File: src/rtl/serial_subtractor32.sv
// Digit-serial subtractor: diff = a - b over DATA_W bits, CHUNK_W bits per cycle,
// valid/ready handshake on both sides. Define SUB_OVERFLOW_EN to add the ovf_o output.
module serial_subtractor32 #(
    parameter int DATA_W  = 32,
    parameter int CHUNK_W = 8
) (
    input  logic              clk_i,
    input  logic              rst_i,
    input  logic              valid_i,
    output logic              ready_o,
    input  logic [DATA_W-1:0] a_i,
    input  logic [DATA_W-1:0] b_i,
    output logic              valid_o,
    input  logic              ready_i,
    output logic [DATA_W-1:0] diff_o,
    output logic              borrow_o
`ifdef SUB_OVERFLOW_EN
    ,
    output logic              ovf_o
`endif
);

    localparam int NUM_CHUNKS = DATA_W / CHUNK_W;
    localparam int IDX_W      = (NUM_CHUNKS > 1) ? $clog2(NUM_CHUNKS) : 1;
    localparam logic [IDX_W-1:0] LAST_IDX = IDX_W'(NUM_CHUNKS - 1);

    if ((DATA_W % CHUNK_W) != 0) begin : g_bad_chunk
        $error("serial_subtractor32: DATA_W must be a multiple of CHUNK_W");
    end

    typedef enum logic [1:0] {
        ST_IDLE = 2'd0,
        ST_RUN  = 2'd1,
        ST_DONE = 2'd2
    } state_t;

    state_t              state_r;
    state_t              state_next_s;
    logic [DATA_W-1:0]   a_r;
    logic [DATA_W-1:0]   b_r;
    logic [DATA_W-1:0]   diff_r;
    logic                borrow_r;
    logic [IDX_W-1:0]    idx_r;
    logic [CHUNK_W-1:0]  a_chunk_s;
    logic [CHUNK_W-1:0]  b_chunk_s;
    logic [CHUNK_W:0]    slice_s;
`ifdef SUB_OVERFLOW_EN
    logic                ovf_r;
`endif

    // State register
    always_ff @(posedge clk_i) begin
        if (rst_i) begin
            state_r <= ST_IDLE;
        end else begin
            state_r <= state_next_s;
        end
    end

    // Next-state decode
    always_comb begin
        state_next_s = state_r;
        case (state_r)
            ST_IDLE: begin
                if (valid_i) state_next_s = ST_RUN;
                else         state_next_s = ST_IDLE;
            end
            ST_RUN: begin
                if (idx_r == LAST_IDX) state_next_s = ST_DONE;
                else                   state_next_s = ST_RUN;
            end
            ST_DONE: begin
                if (ready_i) state_next_s = ST_IDLE;
                else         state_next_s = ST_DONE;
            end
            default: state_next_s = ST_IDLE;
        endcase
    end

    // Narrow subtract slice; the extra MSB of the result is the borrow out
    always_comb begin
        a_chunk_s = a_r[int'(idx_r) * CHUNK_W +: CHUNK_W];
        b_chunk_s = b_r[int'(idx_r) * CHUNK_W +: CHUNK_W];
        slice_s   = {1'b0, a_chunk_s} - {1'b0, b_chunk_s} - {{CHUNK_W{1'b0}}, borrow_r};
    end

    // Operand capture, chunk write-back and registered handshake outputs
    always_ff @(posedge clk_i) begin
        if (rst_i) begin
            a_r      <= {DATA_W{1'b0}};
            b_r      <= {DATA_W{1'b0}};
            diff_r   <= {DATA_W{1'b0}};
            borrow_r <= 1'b0;
            idx_r    <= {IDX_W{1'b0}};
            ready_o  <= 1'b1;
            valid_o  <= 1'b0;
`ifdef SUB_OVERFLOW_EN
            ovf_r    <= 1'b0;
`endif
        end else begin
            ready_o <= (state_next_s == ST_IDLE);
            valid_o <= (state_next_s == ST_DONE);
            case (state_r)
                ST_IDLE: begin
                    if (valid_i) begin
                        a_r      <= a_i;
                        b_r      <= b_i;
                        borrow_r <= 1'b0;
                        idx_r    <= {IDX_W{1'b0}};
                    end
                end
                ST_RUN: begin
                    diff_r[int'(idx_r) * CHUNK_W +: CHUNK_W] <= slice_s[CHUNK_W-1:0];
                    borrow_r <= slice_s[CHUNK_W];
                    idx_r    <= idx_r + IDX_W'(1);
`ifdef SUB_OVERFLOW_EN
                    // Top chunk carries the result sign, so overflow is settled here
                    if (idx_r == LAST_IDX) begin
                        ovf_r <= (a_r[DATA_W-1] != b_r[DATA_W-1]) &&
                                 (slice_s[CHUNK_W-1] != a_r[DATA_W-1]);
                    end
`endif
                end
                default: begin
                end
            endcase
        end
    end

    assign diff_o   = diff_r;
    assign borrow_o = borrow_r;
`ifdef SUB_OVERFLOW_EN
    assign ovf_o    = ovf_r;
`endif

endmodule

File: config.mk
export PLATFORM = sky130hd
export DESIGN_NAME = serial_subtractor32
export DESIGN_NICKNAME = d
export VERILOG_FILES = /design/src/rtl/serial_subtractor32.sv
export SDC_FILE = /design/constraint.sdc
export NUM_CORES = 1
export LEC_CHECK = 0
export ABC_CLOCK_PERIOD_IN_PS = 4910
export CAP_MARGIN = 20
export CORE_UTILIZATION = 50
export DETAILED_ROUTE_END_ITERATION = 8
export MAX_ROUTING_LAYER = met4
export PLACE_DENSITY_LB_ADDON = 0.2
export SLEW_MARGIN = 20
export SYNTH_ARGS = -nofsm -noshare
export SYNTH_HDL_FRONTEND = slang
export SYNTH_SLANG_ARGS = --single-unit
File: constraint.sdc
create_clock -name clk_i -period 4.91 [get_ports clk_i]
set_clock_uncertainty 0.1 [all_clocks]
set_input_delay 0.982 -clock clk_i [delete_from_list [all_inputs] [get_ports clk_i]]
set_output_delay 0.982 -clock clk_i [all_outputs]
set_load 0.05 [all_outputs]
After elaboration in Yosys (flattened, before gate mapping)
Index checks and enable logic that the tools add are counted.

storage, ports and cells
  flip-flop bits (word level) = 103
  latch bits = 0
  RAM bits = 0
  memory bits (read-only) = 0
  output and inout port bits = 35
  word-level logic and storage cells = 35
  memories kept = 0

cells by class
  $add $sub $neg = 4
  $mul = 0
  div/mod/pow operators = 0
  $lt $le $gt $ge = 0
  eq/ne operators = 5
  shift operators = 4
  mux-type cells = 9
  bitwise gates (word level) = 0
  reduce and logical (&&, ||, !) cells = 5

operators with widths
  kind                                                   count
  indexed part select 32 x 6 -> 8 bit                    2
  negation 5 -> 33 bit                                   1
  variable shift 8 x 33 -> 32 bit, first input constant  1
  indexed part select 8 x 33 -> 32 bit                   1
  bitwise mux 32 bit                                     1
  subtractor 8 x 8 -> 9 bit                              1
  subtractor 9 x 1 -> 9 bit                              1
  == test 2 bit, second input constant                   3
  two-way mux 2 bit                                      3
  one-hot mux 2 bit (3 select lines)                     1
  zero test 2 bit                                        2
  one-hot mux 2 bit (2 select lines)                     1
  AND reduction 2 bit                                    2
  adder 2 x 1 -> 2 bit, second input constant            1
  == test 2 x 1 -> 1 bit, second input constant          1
  two-way mux 1 bit                                      2
  != test 2 bit, second input constant                   1
  one-hot mux 1 bit (2 select lines)                     1
  nonzero test 2 bit                                     1

Longest topological paths before layout
Gate-level depths: netlist of run 1.

  word-level depth = 5
  mapped depth = 12

Worst setup path after synthesis of run 1
No wires, ideal clock.

  path type = reg2reg
  start = register idx_r[0]
  end = register diff_r[21] (netlist: diff_o[21])
  library setup time = 0.131 ns
  arrival time = 3.164 ns
  data required time = 4.679 ns
  setup slack = 1.515 ns
  cell stages (with the launch flop) = 11
  period minus slack after synthesis = 3.395 ns
  path through = dfxtp_1 > buf_6 > clkbuf_1 > mux4_2 > fa_1 > ha_1 > and2_0 > a221o_1 > a21oi_2 > xor2_2 > o31ai_1

between the ends
  word-level cells in the longest chain between the ends = 5
  elaborated cells between the ends (all ways) = 8
  those cells by class = add/sub (3); shift (4); mux (1)

RTL lines
  element                                                 line    RTL
  start, declared                                         43      logic [IDX_W-1:0] idx_r;
  start signal, assigned                                  94      idx_r <= {IDX_W{1'b0}};
  start signal, assigned                                  109     idx_r <= {IDX_W{1'b0}};
  start signal, assigned                                  115     idx_r <= idx_r + IDX_W'(1);
  indexed part select 32 x 6 -> 8 bit (on tied branches)  82, 83
  subtractor 8 x 8 -> 9 bit                               84      slice_s = {1'b0, a_chunk_s} - {1'b0, b_chunk_s} - {{CHUNK_W{1'b0}}, borrow_r};
  subtractor 9 x 1 -> 9 bit                               84
  indexed part select 8 x 33 -> 32 bit                    113     diff_r[int'(idx_r) * CHUNK_W +: CHUNK_W] <= slice_s[CHUNK_W-1:0];
  bitwise mux 32 bit (*)                                  113
  end signal, assigned                                    92      diff_r <= {DATA_W{1'b0}};
  end signal, assigned by index                           113
  end, declared                                           41      logic [DATA_W-1:0] diff_r;

Mark *: on every way between the ends. The rest lies on a longest branch, timed or not.
A chain may end at the register's enable or synchronous reset.

Final worst setup path of run 1
  start = register idx_r[0]
  end = register diff_r[22] (netlist: diff_o[22])

Same word-level chain as after synthesis.

==> results of run 1 <==
[per-stage QoR]
stage | setup WS, ns | total power, mW
2_1_floorplan | 1.52 | 1.21
3_3_place_gp | 1.27 | 1.35
3_5_place_dp | 1.18 | 1.36
4_1_cts | 1.16 | 1.89
5_1_grt | 0.847 | 1.97
6_report | 1.20 | 1.88
[tightest hold or removal path, stage by stage, from the launching register on]
cell and delay [ns]:
dfxtp_1 0.32, nand2_1 0.05, a21oi_1 0.05
[cells in the final DEF, fill, tap and decap left out, types with 2 or more instances in the layout]
master	n
xnor2_1	2
fa_1	2
a211oi_1	4
nor2_1	36
inv_1	25
xor2_1	3
a21oi_1	70
o31ai_1	8
dfxtp_1	103
a22oi_1	16
nand4_1	3
nand3b_1	13
nor3_1	8
buf_4	5
mux2i_1	2
clkbuf_8	10
mux4_2	16
nand2_1	142
nand2b_1	5
nor3b_1	2
nor2b_1	2
clkdlybuf4s50_1	101
ha_1	18
o311ai_0	4
[area by class of cell]
type                    instances  area (um2)
fillers                       742        2960
clock buffers                  11         141
clock inverters                 4        55.1
repair buffers                106        1050
flip-flops and latches        103        2060
well taps                     108         135
inverters                      25        93.8
multi-input cells             373        2310
[routing by layer]
metal / vias up / global-route usage / routed length (um)
met5: - / - / 0
met2: 100 / 0.419 / 5380
li1: 1978 / - / -
met3: 16 / 0.0465 / 440
met4: 0 / 0.0781 / 171
met1: 1827 / 0.291 / 4780
[synthesized netlist by cell type]
cell type    n
o21ai_0      1
inv_1       25
mux4_2      16
a211oi_1     4
xnor2_1      2
nor2b_1      2
fa_1         2
a21o_1       1
a22oi_1     16
nor3b_1      2
ha_1        18
or3_1        1
and4_1       1
nand2_1    143
o32ai_1      1
dfxtp_1    103
a32oi_1      1
and2_1       1
a31oi_1      1
o311ai_0     4
clkbuf_1    30
xor2_1       3
mux2i_1      2
a21oi_1     70
or2_2        1
and2_0       1
a21oi_2      1
o31ai_1      8
nor3_1       8
nor2_1      36
o31a_1       1
o21bai_1     1
buf_6        1
nand4_1      3
buf_2        1
nand2b_1     5
nand3b_1    13
a21bo_2      1
xor2_2       1
a221o_1      1
[kinds of logic after synthesis]
logic type / share of synthesized area
AOI/OAI and AO/OA: 0.148
xor gates and xnor gates: 0.0131
adders and majority gates: 0.0578
buffers and inverters: 0.0485
DFF: 0.449
muxes: 0.0829
and+or+nand+nor: 0.201
[registers in the layout (all words and copies together), names as in the netlist]
signal    flops
borrow_o      1
state_r       2
ready_o       1
valid_o       1
b_r          32
diff_o       32
idx_r         2
a_r          32
[power groups by stage]
stage	Sequential, mW	Combinational (mW)	Clock (mW)
global route	0.910	0.479	0.583
CTS	0.904	0.439	0.546
global placement	0.921	0.433	0
detailed placement	0.923	0.437	0
floorplan	0.938	0.268	0
finish	0.903	0.438	0.536
[worst min path at each step]
| stage | slack (ns) | start | cells past startpoint | endpoint |
|---|---|---|---|---|
| 2_1_floorplan | 0.33 | a_r[16] | 2 | a_r[16] |
| 3_3_place_gp | 0.34 | b_r[0] | 2 | b_r[0] |
| 3_5_place_dp | 0.35 | a_r[12] | 2 | a_r[12] |
| 4_1_cts | 0.36 | b_r[0] | 2 | b_r[0] |
| 5_1_grt | 0.37 | a_r[5] | 2 | a_r[5] |
| 6_report | 0.36 | b_r[0] | 2 | b_r[0] |
==> results.py, run 1 <==
metrics = {
    "synth": {
        "ys_seq_area_frac": 0.449,
        "ys_warn_count": 0,
        "synth_area_leaders": "dfxtp_1, nand2_1, mux4_2",
        "yosysTopAreaCell": "dfxtp_1",
        "synth_cells": 533,
        "avgSynthCellArea_um2": 8.61,
        "ys_types": 40,
        "synth_area_mm2": 0.00459,
        "syn-num-nets": 621,
        "ys_ff_latch": 103,
        "netlist.area_leader.share": 0.449,
    },
    "placement": {
        "hpwl_um": 7740,
        "numPlacedInstances": 715,
        "dpl_cell_area_mm2": 0.00565,
        "gp_congestion": 0.800,
        "portBuffers": 102,
    },
    "cts": {
        "numCtsBuffers": 9,
        "clockBufferDepth": 2,
        "h-tree-depth": 3,
        "cts_resized": 0,
        "cts_sinks": 103,
        "cts_tree": "done",
        "postCtsSetupRepairBufs": 0,
        "cts_root_buf": "clkbuf_8",
        "insertion_delay_ns": 0.37,
        "ctsHoldBuffers": 0,
        "cts.reportedPaths.clkPinSlew_ns": 0.09,
    },
    "pwr": {
        "switching_share": 0.302,
        "p_seq_frac": 0.481,
        "powerDensity_mw_per_mm2": 321,
        "clock_power_share": 0.286,
        "intPower_mw": 1.31,
        "p_switching_mw": 0.566,
        "comb_power_share": 0.233,
        "irDropWorstVdd_v": 0.000160,
        "p_leak_nw": 2.14,
    },
    "status": {
        "status": "complete, but fails checks",
        "failed_checks": "design-rule violations",
    },
    "setup_path": {
        "crit_buf_inv": 2,
        "end_kind": "flip-flop",
        "reg2regPathDepth": 10,
        "path_class": "reg2reg",
        "crit_end": "diff_o[22]",
        "cp_cell_sequence": "buf_4 > mux4_2 > ha_1 > inv_1 > ha_1 > a21bo_2 > a211oi_1 > xor2_1 > a22oi_1 > nor2_1",
        "cp_max_fo": 15,
        "path_common_cell": "ha_1",
        "critical_path_depth": 10,
        "reg2reg_slack_ns": 1.20,
        "slowest_delay_ns": 0.80,
        "r2r-end": "diff_o[22]",
        "slowest_stage": "dfxtp_1",
        "required_ns": 5.11,
        "start_kind": "flip-flop",
        "critical_path.startpoint": "idx_r[0]",
        "cp_top_family": "flip-flops",
        "crit_arrival_ns": 3.90,
        "r2r-start": "idx_r[0]",
    },
    "floorplanning": {
        "initial_utilization": 0.521,
        "die_area_mm2": 0.00956,
        "coreArea_mm2": 0.00881,
        "rows": 34,
        "fp.dieH_um": 97.8,
        "io-pin-count": 103,
        "die_w_um": 97.8,
    },
    "route": {
        "vias": 3921,
        "postRouteAntennaNets": 0,
        "drc": 14,
        "wire_per_inst_um": 14.8,
        "viasPerCell": 5.37,
        "drtIter0Drc": 158,
        "wirelength_um": 10800,
        "firstDrtPassIters": 8,
    },
    "grt": {
        "antenna_found_initial": 0,
        "grt_max_degree": 117,
        "grt_pass1_wl_um": 17900,
        "overflow": 0,
        "grt_pass1_vias": 3797,
        "grt_usage": 0.245,
    },
    "layout": {
        "fin_nets": 706,
        "layout-drive-gt1-share": 0.0659,
        "fin_util": 0.664,
        "finalNonFillerCells": 730,
        "final_cell_area_mm2": 0.00585,
        "insertedDiodeCount": 0,
        "area_delta_synth_final_pct": 27.5,
    },
    "sta": {
        "period_needed_ns": 3.71,
        "fin_crit_sh": 0.755,
        "final-hold-violation-count": 0,
        "worst_slew_pin_slew_ns": 1.07,
        "maxSlewHeadroom": 0.290,
        "rsz0062_at_grt": "no",
        "finalSetupViolations": 0,
        "fin_tns_setup_ns": 0,
        "fmax_mhz": 270,
        "whs_ns": 0.360,
        "finalMaxSlewViolations": 0,
    },
    "run": {
        "drv_cap": 0,
    },
    "hold_path": {
        "hold_path.class": "reg2reg",
    },
}
Power figures use the tool's default switching activity.
==> run 2, diff against run 1 <==
--- a/config.mk
+++ b/config.mk
@@ -5,7 +5,7 @@
 export SDC_FILE = /design/constraint.sdc
 export NUM_CORES = 1
 export LEC_CHECK = 0
-export ABC_CLOCK_PERIOD_IN_PS = 4910
+export ABC_CLOCK_PERIOD_IN_PS = 3600
 export CAP_MARGIN = 20
 export CORE_UTILIZATION = 50
 export DETAILED_ROUTE_END_ITERATION = 8
==> constraint.sdc (replaced) <==
create_clock -name clk_i -period 3.6 [get_ports clk_i]
set_clock_uncertainty 0.1 [all_clocks]
set_input_delay 0.72 -clock clk_i [delete_from_list [all_inputs] [get_ports clk_i]]
set_output_delay 0.72 -clock clk_i [all_outputs]
set_load 0.05 [all_outputs]
==> run 2 against run 1 <==
The flow still finishes with violations (design-rule violations). Clock-buffer cell count stayed put. Routed wire length is 1.2% lower. Final area is 0.64% higher. Critical path type unchanged.
==> results.py, run 2 (same netlist as run 1, synthesis figures left out) <==
metrics = {
    "status": {
        "status": "complete, but fails checks",
        "failed_checks": "design-rule violations",
    },
    "setup_path": {
        "slowest_stage": "mux4_2",
        "end_kind": "flip-flop",
        "crit_buf_inv": 3,
        "slowest_delay_ns": 0.51,
        "cp_max_fo": 28,
        "crit_arrival_ns": 3.41,
        "cp_top_family": "compound AO/OA/AOI/OAI gates",
        "cp_cell_sequence": "buf_12 > mux4_2 > inv_1 > fa_1 > inv_1 > fa_1 > a21bo_2 > a211oi_1 > xor2_1 > a22oi_1 > nor2_1",
        "path_class": "reg2reg",
        "required_ns": 3.80,
        "start_kind": "flip-flop",
    },
    "route": {
        "wire_per_inst_um": 14.5,
        "postRouteAntennaNets": 0,
        "vias": 3904,
        "drc": 14,
        "firstDrtPassIters": 7,
        "drtIter0Drc": 194,
        "viasPerCell": 5.33,
        "wirelength_um": 10600,
    },
    "layout": {
        "layout-drive-gt1-share": 0.0705,
        "fillers": 755,
        "layout_commonest_cell": "nand2_1",
        "layout_common_cells": "nand2_1, dfxtp_1, clkdlybuf4s50_1",
        "insertedDiodeCount": 0,
        "finalNonFillerCells": 732,
        "area_delta_synth_final_pct": 28.3,
        "fin_nets": 707,
    },
    "grt": {
        "grt_use_met3": 0.0286,
        "grt_usage": 0.245,
        "top_usage_layer": "met2",
        "grt_max_degree": 72,
        "overflow": 0,
        "grt_pass1_vias": 3884,
        "antenna_found_initial": 0,
        "grt_util_met1": 0.300,
        "gr-usage-met2": 0.418,
        "grt_pass1_wl_um": 18200,
    },
    "cts": {
        "numCtsBuffers": 9,
        "cts_tree": "done",
        "insertion_delay_ns": 0.37,
        "cts_resized": 0,
        "h-tree-depth": 3,
        "cts.reportedPaths.clkPinSlew_ns": 0.10,
        "postCtsSetupRepairBufs": 0,
        "cts_root_buf": "clkbuf_8",
        "ctsHoldBuffers": 0,
        "cts_sinks": 103,
        "clockBufferDepth": 2,
    },
    "sta": {
        "finalMaxSlewViolations": 0,
        "worst_slew_pin_slew_ns": 0.687,
        "finalSetupViolations": 0,
        "fin_crit_sh": 0.890,
        "whs_ns": 0.355,
        "rsz0062_at_grt": "no",
        "period_needed_ns": 3.21,
        "final-hold-violation-count": 0,
        "fmax_mhz": 312,
        "fin_tns_setup_ns": 0,
        "maxSlewHeadroom": 0.539,
    },
    "floorplanning": {
        "initial_utilization": 0.521,
        "io-pin-count": 103,
        "die_w_um": 97.8,
        "fp.dieH_um": 97.8,
        "rows": 34,
        "die_area_mm2": 0.00956,
        "coreArea_mm2": 0.00881,
    },
    "run": {
        "drv_cap": 0,
    },
    "placement": {
        "gp_congestion": 0.893,
        "portBuffers": 102,
        "hpwl_um": 7910,
        "numPlacedInstances": 716,
    },
    "hold_path": {
        "hold_path.class": "reg2reg",
    },
    "pwr": {
        "irDropWorstVdd_v": 0.000201,
        "p_leak_nw": 2.15,
        "powerDensity_mw_per_mm2": 440,
    },
}
run 2: metal layers:
layer | wire [um] | part of all wire | up-vias
li1 | - | - | 1986
met1 | 4760 | 0.45 | 1809
met2 | 5300 | 0.50 | 99
met3 | 421 | 0.040 | 10
met4 | 167 | 0.016 | 0
met5 | 0 | 0 | -
run 2: power by group:
| group | switching, mW | total [mW] | internal, mW |
|---|---|---|---|
| Sequential | 0.0311 | 1.22 | 1.19 |
| Combinational | 0.343 | 0.598 | 0.255 |
| Clock | 0.400 | 0.766 | 0.366 |
run 2: final timing paths:
kind                            startpoint          to  slack [ns]  cells after the start
worst min-delay path                a_r[0]      a_r[0]        0.36                      2
worst max-delay path              idx_r[0]  diff_o[22]        0.39                     11
worst max register to register    idx_r[0]  diff_o[22]        0.39                     11
worst min register to register      a_r[0]      a_r[0]        0.36                      2
run 2: layout make-up:
class / count / area [um2] / share of cell area
well taps: 108 / 135 / 0.0230
inverters: 25 / 93.8 / 0.0159
multi-input cells: 373 / 2310 / 0.393
clock buffers: 11 / 151 / 0.0257
repair buffers: 107 / 1070 / 0.182
clock inverters: 5 / 63.8 / 0.0108
flip-flops and latches: 103 / 2060 / 0.350
run 2: worst reg2reg max path, delay by kind of cell, from the launching register on:
| family | cells | cell delay, ns |
|---|---|---|
| AOI/OAI and AO/OA | 3 | 0.69 |
| adders and majority gates | 2 | 0.62 |
| muxes | 1 | 0.53 |
| DFF | 1 | 0.37 |
| buffers and inverters | 3 | 0.37 |
| xor gates and xnor gates | 1 | 0.37 |
| and+or+nand+nor | 1 | 0.10 |
run 2: per-stage QoR:
step	power (mW)	util	setup slack, ns	instance area [um2]
global route	2.71	0.669	0.159	5890
CTS	2.61	0.668	0.359	5880
global placement	1.84	0.644	0.470	5670
detailed placement	1.85	0.644	0.384	5670
floorplan	1.65	-	0.205	4590
finish	2.59	0.669	0.394	5890
